### src/rtl/mem_access_unit.sv
// mem_access_unit
//   Memory-stage data-memory controller for the RV32 pipeline. It turns a
//   load/store from EX/MEM into a word-aligned req/ack transaction with byte
//   strobes, and it stalls the pipeline while the request is outstanding.
//   Load data comes back right-aligned and zero-filled. Sign/zero extension
//   is left to writeback.
//
// Parameters
//   TIMEOUT  maximum number of BUSY cycles to wait for mem_ack (1..255)
//   CNT_W    width of the timeout counter
//
// Ports
//   clk, reset_n              clock (rising edge), async active-low reset
//   memRead, memWrite         load / store request from EX/MEM
//   aluSelect[5:0]            op code (LB..LHU loads, SB..SW stores)
//   address[31:0]             byte address from the ALU
//   storeData[31:0]           rs2 store operand (low bits)
//   mem_req, mem_we           memory request, write enable
//   mem_addr[31:0]            word address
//   mem_wdata[31:0]           lane-replicated store data
//   mem_wstrb[3:0]            byte-lane write enables (0 on reads)
//   mem_ack, mem_rdata[31:0]  completion pulse and read word
//   loadData[31:0], loadValid right-aligned load result and its valid pulse
//   stall                     freeze IF/ID/EX/MEM
//   misaligned, bus_error     one-cycle fault pulses
module mem_access_unit #(
  parameter int unsigned TIMEOUT = 16,
  parameter int unsigned CNT_W   = 8
) (
  input  logic        clk,
  input  logic        reset_n,
  input  logic        memRead,
  input  logic        memWrite,
  input  logic [5:0]  aluSelect,
  input  logic [31:0] address,
  input  logic [31:0] storeData,
  output logic        mem_req,
  output logic        mem_we,
  output logic [31:0] mem_addr,
  output logic [31:0] mem_wdata,
  output logic [3:0]  mem_wstrb,
  input  logic        mem_ack,
  input  logic [31:0] mem_rdata,
  output logic [31:0] loadData,
  output logic        loadValid,
  output logic        stall,
  output logic        misaligned,
  output logic        bus_error
);

  localparam logic [1:0] IDLE = 2'd0;
  localparam logic [1:0] BUSY = 2'd1;
  localparam logic [1:0] DONE = 2'd2;

  localparam logic [5:0] OP_LB  = 6'b001011;
  localparam logic [5:0] OP_LH  = 6'b001100;
  localparam logic [5:0] OP_LW  = 6'b001101;
  localparam logic [5:0] OP_LBU = 6'b001110;
  localparam logic [5:0] OP_LHU = 6'b001111;
  localparam logic [5:0] OP_SB  = 6'b010000;
  localparam logic [5:0] OP_SH  = 6'b010001;
  localparam logic [5:0] OP_SW  = 6'b010010;

  localparam logic [CNT_W-1:0] CNT_LAST = CNT_W'(TIMEOUT - 1);

  logic [1:0]       state;
  logic [CNT_W-1:0] cnt;
  logic [5:0]       op_q;
  logic [1:0]       off_q;

  logic        is_load_op, is_store_op, is_half, is_word;
  logic        misal, illegal, any_req, accept;
  logic [31:0] wdata_n;
  logic [3:0]  wstrb_n;
  logic [31:0] rd_shift, rd_aligned;

  // Request decode
  always_comb begin
    is_load_op  = (aluSelect == OP_LB) || (aluSelect == OP_LH) || (aluSelect == OP_LW) ||
                  (aluSelect == OP_LBU) || (aluSelect == OP_LHU);
    is_store_op = (aluSelect == OP_SB) || (aluSelect == OP_SH) || (aluSelect == OP_SW);
    is_half     = (aluSelect == OP_LH) || (aluSelect == OP_LHU) || (aluSelect == OP_SH);
    is_word     = (aluSelect == OP_LW) || (aluSelect == OP_SW);
    misal       = (is_half && address[0]) || (is_word && (address[1:0] != 2'b00));
    any_req     = memRead || memWrite;
    // Both directions at once, or an op code that belongs to the other direction
    illegal     = (memRead && memWrite) ||
                  (memRead && !memWrite && !is_load_op) ||
                  (memWrite && !memRead && !is_store_op);
    accept      = (state == IDLE) && any_req && !illegal && !misal;
    // Gated by reset so the pipeline is released as soon as reset asserts
    stall       = reset_n && (accept || (state == BUSY));
  end

  // Store lane replication and strobes
  always_comb begin
    wdata_n = '0;
    wstrb_n = '0;
    case (aluSelect)
      OP_SB: begin
        wdata_n = {4{storeData[7:0]}};
        wstrb_n = 4'b0001 << address[1:0];
      end
      OP_SH: begin
        wdata_n = {2{storeData[15:0]}};
        wstrb_n = 4'b0011 << address[1:0];
      end
      OP_SW: begin
        wdata_n = storeData;
        wstrb_n = 4'b1111;
      end
      default: begin
        wdata_n = '0;
        wstrb_n = '0;
      end
    endcase
  end

  // Load alignment
  always_comb begin
    rd_shift   = mem_rdata >> {off_q, 3'b000};
    rd_aligned = mem_rdata;
    case (op_q)
      OP_LB, OP_LBU: rd_aligned = {24'h000000, rd_shift[7:0]};
      OP_LH, OP_LHU: rd_aligned = {16'h0000, rd_shift[15:0]};
      default:       rd_aligned = mem_rdata;
    endcase
  end

  always_ff @(posedge clk or negedge reset_n) begin
    if (!reset_n) begin
      state      <= IDLE;
      cnt        <= '0;
      op_q       <= '0;
      off_q      <= '0;
      mem_req    <= 1'b0;
      mem_we     <= 1'b0;
      mem_addr   <= '0;
      mem_wdata  <= '0;
      mem_wstrb  <= '0;
      loadData   <= '0;
      loadValid  <= 1'b0;
      misaligned <= 1'b0;
      bus_error  <= 1'b0;
    end else begin
      loadValid  <= 1'b0;
      misaligned <= 1'b0;
      bus_error  <= 1'b0;
      case (state)
        IDLE: begin
          if (any_req) begin
            if (illegal) begin
              bus_error <= 1'b1;
            end else if (misal) begin
              misaligned <= 1'b1;
            end else begin
              state     <= BUSY;
              cnt       <= '0;
              op_q      <= aluSelect;
              off_q     <= address[1:0];
              mem_req   <= 1'b1;
              mem_we    <= memWrite;
              mem_addr  <= {address[31:2], 2'b00};
              mem_wdata <= wdata_n;
              mem_wstrb <= wstrb_n;
            end
          end
        end
        BUSY: begin
          if (mem_ack) begin
            mem_req <= 1'b0;
            cnt     <= '0;
            state   <= DONE;
            if (!mem_we) begin
              loadData  <= rd_aligned;
              loadValid <= 1'b1;
            end
          end else if (cnt == CNT_LAST) begin
            mem_req   <= 1'b0;
            cnt       <= '0;
            bus_error <= 1'b1;
            loadData  <= '0;
            state     <= IDLE;
          end else begin
            cnt <= cnt + 1'b1;
          end
        end
        DONE: begin
          state <= IDLE;
        end
        default: begin
          state <= IDLE;
        end
      endcase
    end
  end

endmodule

### config.mk
export PLATFORM = sky130hd
export DESIGN_NAME = mem_access_unit
export DESIGN_NICKNAME = d
export VERILOG_FILES = /design/src/rtl/mem_access_unit.sv
export SDC_FILE = /design/constraint.sdc
export NUM_CORES = 1
export LEC_CHECK = 0
export ABC_AREA = 1
export CAP_MARGIN = 20
export CORE_MARGIN = 1
export CORE_UTILIZATION = 40
export CTS_BUF_LIST = sky130_fd_sc_hd__clkbuf_2
export DETAILED_ROUTE_END_ITERATION = 8
export PLACE_DENSITY_LB_ADDON = 0.15
export SLEW_MARGIN = 10
export SYNTH_ARGS = -nofsm -noshare
export SYNTH_HDL_FRONTEND = slang
export SYNTH_SLANG_ARGS = --single-unit
### constraint.sdc
create_clock -name clk -period 1.7 [get_ports clk]
set_clock_uncertainty 0.1 [all_clocks]
set_input_delay 0.17 -clock clk [delete_from_list [all_inputs] [get_ports clk]]
set_output_delay 0.17 -clock clk [all_outputs]
set_load 0.1 [all_outputs]
Word-level counts from Yosys, hierarchy flattened --
Cells that the tools add are included.
Storage, ports and cells: logic and storage cells 116, output and inout port bits 106, input bits 107, flip-flop bits (word level) 121
Cells by class: equal/unequal tests 19, reductions and logical operators 42, add/subtract/negate cells 1, multiplexer cells 36, shifts and indexed selects 3, bitwise gates (word level) 2
Operator list (number):
- 32-bit 2-to-1 mux | 3
- 32-bit one-hot mux with 3 select lines | 1
- 32-bit one-hot mux with 2 select lines | 1
- 6-bit by 4-bit equality test with 1-bit output (second input constant) | 9
- 8-bit 2-to-1 mux | 5
- 32-bit by 5-bit >> shifter with 16-bit output | 1
- 6-bit by 5-bit equality test with 1-bit output (second input constant) | 3
- 1-bit 2-to-1 mux | 16
- 8-bit one-hot mux with 2 select lines | 1
- 1-bit logical OR | 14
- 4-bit one-hot mux with 3 select lines | 1
- 4-bit AND reduction | 3
- 1-bit logical AND | 11
- 2-bit 2-to-1 mux | 5
- 8-bit by 1-bit adder with 8-bit output (second input constant) | 1
- 8-bit by 4-bit equality test with 1-bit output (second input constant) | 1
- 2-bit != test (second input constant) | 4
- 1-bit zero test | 6
- 2-bit nonzero test | 3
- 5-bit AND reduction | 1
- 1-bit one-hot mux with 2 select lines | 2
- 2-bit one-hot mux with 2 select lines | 1
- 2-bit OR reduction | 2
- 1-bit by 2-bit left shift with 4-bit output (first input constant) | 1
- 6 further kinds | 7

Depth between registers and ports, before layout --
word-level depth 14, gate-level depth with buffers 13, gate-level depth less buffers 11

Worst setup path after synthesis --
OpenSTA, ideal clock, no wires.
path type reg2out, start register state[1], end output port stall, data required time 1.430 ns, setup slack -1.759 ns, path buffers 1, stages on the path, launching flop included 9, arrival time 3.189 ns, cells stage by stage dfrtp_1 inv_1 nand2_1 nor2_1 nand2_1 inv_1 nand2_2 buf_2 a21boi_0
Between the ends: longest elaborated chain between the ends 6, elaborated cells between the ends (all ways) 7, those cells by class eq/ne (1); reduce/logical (6)
Ends and longest elaborated chain:
- start, declared | line 66 | logic [1:0] state;
- start signal, assigned | line 132 | state <= IDLE;
- start signal, assigned | line 157 | state <= BUSY;
- start signal, assigned | line 173 | state <= DONE;
- 2-bit zero test | line 90 | accept = (state == IDLE) && any_req && !illegal && !misal;
- 1-bit logical AND (3 in a row) | line 90
- 1-bit logical OR (*) | line 92 | stall = reset_n && (accept || (state == BUSY));
- 1-bit logical AND (*) | line 92
- end, declared | line 46 | output logic stall,
Every way passes the cells marked *; elsewhere a longest branch is shown, timed or not.

Final worst setup path --
Same ends and word-level chain as after synthesis.

==> flow_summary.yaml <==
run_status:
  status: "finished, violations left"
  violations: "negative hold slack, negative setup slack"
yosys:
  synth_xor_area_share_pct: 0.149
  synth_cell_types: 34
  yosys-top-cells-area: "dfrtp_1, nand2_1, nand3_1"
  synthFlopType: "dfrtp_1"
  library_cell_with_the_highest_instance_count_after_synthesis: "nand2_1"
  synth-edff-count: 0
  area_share_of_the_leading_cell_type_in_the_synthesized_netlist_pct: 51.6
  synthSimpleGateAreaFrac_pct: 30.5
  synth.cells.most_frequent: "nand2_1, dfrtp_1, inv_1"
  synth.mux.area_fraction_pct: 0
  post_synth_fa_ha_maj_area_fraction_pct: 0.213
  synth_async_sr_flop_share_pct: 100
  seq_area_frac_synth_pct: 51.6
  netlist_instances: 769
  synth_area_leader_cell: "dfrtp_1"
  synth.cell_area_mm2: 0.00587
  synth_seq_cells: 121
  synth_top_family_by_area: "simple AND/OR/NAND/NOR gates"
  syn_area_per_cell_um2: 7.63
  synth.yosys.warnings: 0
  synth_compound_gate_area_share_pct: 9.79
grt:
  antenna_found_initial: 0
  grt_pass1_vias: 6242
  grtUsageTotal_pct: 26.3
  largest_net_degree_at_the_start_of_global_routing: 122
  globalRoute.totalOverflow: 0
  grt_first_pass_wirelength_um: 30300
sta:
  timing_hold_violations_final: 12
  slew_headroom_pct: 55.0
  final.hold.worst_slack_ps: -14.8
  post_layout_min_period_ps: 2150
  worst_pin_slew_ps: 675
  report.final.setup_viol: 1
  period_share_pct: 127
  fmaxAchievable_mhz: 465
  setup_repair_after_global_routing_missed_its_margin: "true"
  setup_slack_ps: -453
  timing_max_transition_violations_final: 0
floorplanning:
  die_w_um: 123
  pin_count: 213
  row_count: 43
  core_area_mm2: 0.0141
  initial_core_util_pct: 41.6
  die-height_um: 123
  area_enclosed_by_the_die_boundary_mm2: 0.0152
route:
  routed_wirelength_um: 19400
  number_of_optimization_iterations_in_the_first_detailed_route_pass: 5
  drt_drc_violations_left: 0
  wl_per_cell_um: 15.0
  viasPerCell: 4.87
  ant_nets: 0
  vias: 6307
  first_iter_violations: 535
setup_path:
  crit_fanout: 2
  setup.worst_path.end_class: "output pin"
  critical_path_arrival_ps: 1880
  critical_path_class: "reg2out"
  timing.critical_path.from_type: "register"
  cp_data_required_time_ps: 1430
clocking:
  clock-sinks: 121
  htree_num_levels: 4
  cts_tree: "done"
  cts_buffers: 17
  cts.path.max_buffers: 2
  clock_insertion_delay_worst_skew_ps: 690
  clk_pin_slew_ps: 170
  cts_root_buf: "clkbuf_2"
pwr:
  power_density_mw_per_mm2: 1340
  leakage_nw: 5.36
  ir_worst_vdd_v: 0.000877
finish:
  multiInputGateArea_mm2: 0.00246
  final_core_utilization_pct: 75.6
  number_of_cells_in_the_finished_layout_apart_from_fillers: 1295
  register_area_mm2: 0.00303
  fillCellCount: 1011
  count_of_antenna_diodes_in_the_layout: 0
  final_layout_size_suffix_gt1_share_pct: 20.6
  nets: 1211
  syn2layout_area_growth_pct: 81.5
placed_design:
  dpl.hpwl_um: 13300
  dp.cells: 1178
  gp_routability_congestion: 0.844
  port_buffers: 210
min_path:
  hold_path.class: "in2async"
flow_run:
  cap_violations: 0
## cell usage in the layout (no fill, tap or decap), types with 5 or more instances in the layout
cell / instances
buf_4: 56
clkbuf_2: 17
inv_2: 5
a21oi_1: 29
clkinv_2: 5
dlygate4sd3_1: 73
clkinvlp_4: 7
nand2_2: 7
nor2_4: 5
nand2_1: 328
inv_1: 58
a21o_1: 8
clkdlybuf4s50_1: 105
o21ai_0: 51
nor2_1: 30
dfrtp_1: 120
buf_12: 112
nand3_1: 56
## sequential cells by signal, indices dropped and copies added (netlist names), 2 cells and up
| signal | cells |
|---|---|
| mem_addr | 30 |
| loadData | 32 |
| op_q | 6 |
| cnt | 8 |
| mem_wstrb | 4 |
| mem_wdata | 32 |
| off_q | 2 |
| state | 2 |
## metrics by stage
stage / instance area [um2] / TNS [ps] / setup slack (ps) / total power, W
CTS: 10500 / -495 / -495 / 0.0143
global placement: 9540 / -22720 / -347 / 0.0123
global route: 10700 / -1010 / -583 / 0.0149
detailed placement: 9540 / -26730 / -392 / 0.0124
finish: 10700 / -453 / -453 / 0.0143
floorplan: 5910 / -88.8 / -88.8 / 0.00893
## layout make-up
class	instances	area share, %
well taps	180	2.11
multi-input cells	549	23.1
inverters	66	2.36
clock inverters	14	1.26
flip-flops and latches	121	28.4
clock buffers	17	0.799
repair buffers	347	41.8
repair inverters	1	0.0470
## worst max-delay path, stage by stage, from the launching register on
cell and delay (ps):
dfrtp_1 420, inv_2 70, nand2_2 70, nor2_4 100
nand2_2 70, inv_2 70, nand2_4 60, a21boi_4 150
buf_12 190
## power by group
group,leakage [nW],switching (W),internal [W]
clock network,0.121,0.00111,0.000641
logic,3.66,0.00539,0.00302
registers,1.59,0.000670,0.00349
total,5.36,0.00717,0.00715
## per-layer routing
| metal | track usage [%] | up-vias | wire (um) |
|---|---|---|---|
| met4 | 9.19 | 0 | 498 |
| met3 | 9.13 | 47 | 1440 |
| li1 | - | 3095 | - |
| met1 | 29.7 | 2934 | 7520 |
| met2 | 46.1 | 231 | 9920 |
| met5 | 0 | - | 0 |
## final timing paths
kind / startpoint / slack [ps] / end / depth (start not counted)
min: reset_n / -10 / cnt[6] / 3
min reg2reg: op_q[3] / 400 / op_q[3] / 2
min in group clk: mem_rdata[6] / 60 / loadData[6] / 4
max reg2reg: state[1] / 50 / mem_wdata[1] / 10
max in group asynchronous: reset_n / 980 / mem_addr[12] / 3
max: state[1] / -450 / stall / 8
## kinds of logic after synthesis
logic type / Yosys count
other cells: 1
fa+ha+maj: 1
xor+xnor: 1
flops: 121
compound gates: 105
simple gates: 440
buf+inv: 100
## repair_timing
action | CTS | global route
gates resized for setup | 3 | 13
pin swaps | 5 | 1
cloned | 0 | 1
setup buffers | 4 | 8
hold buffers | 73 | 0
endpoints found under the setup margin | 3 | 82
endpoints found under the hold margin | 193 | 0
Power figures use the tool's default switching activity.
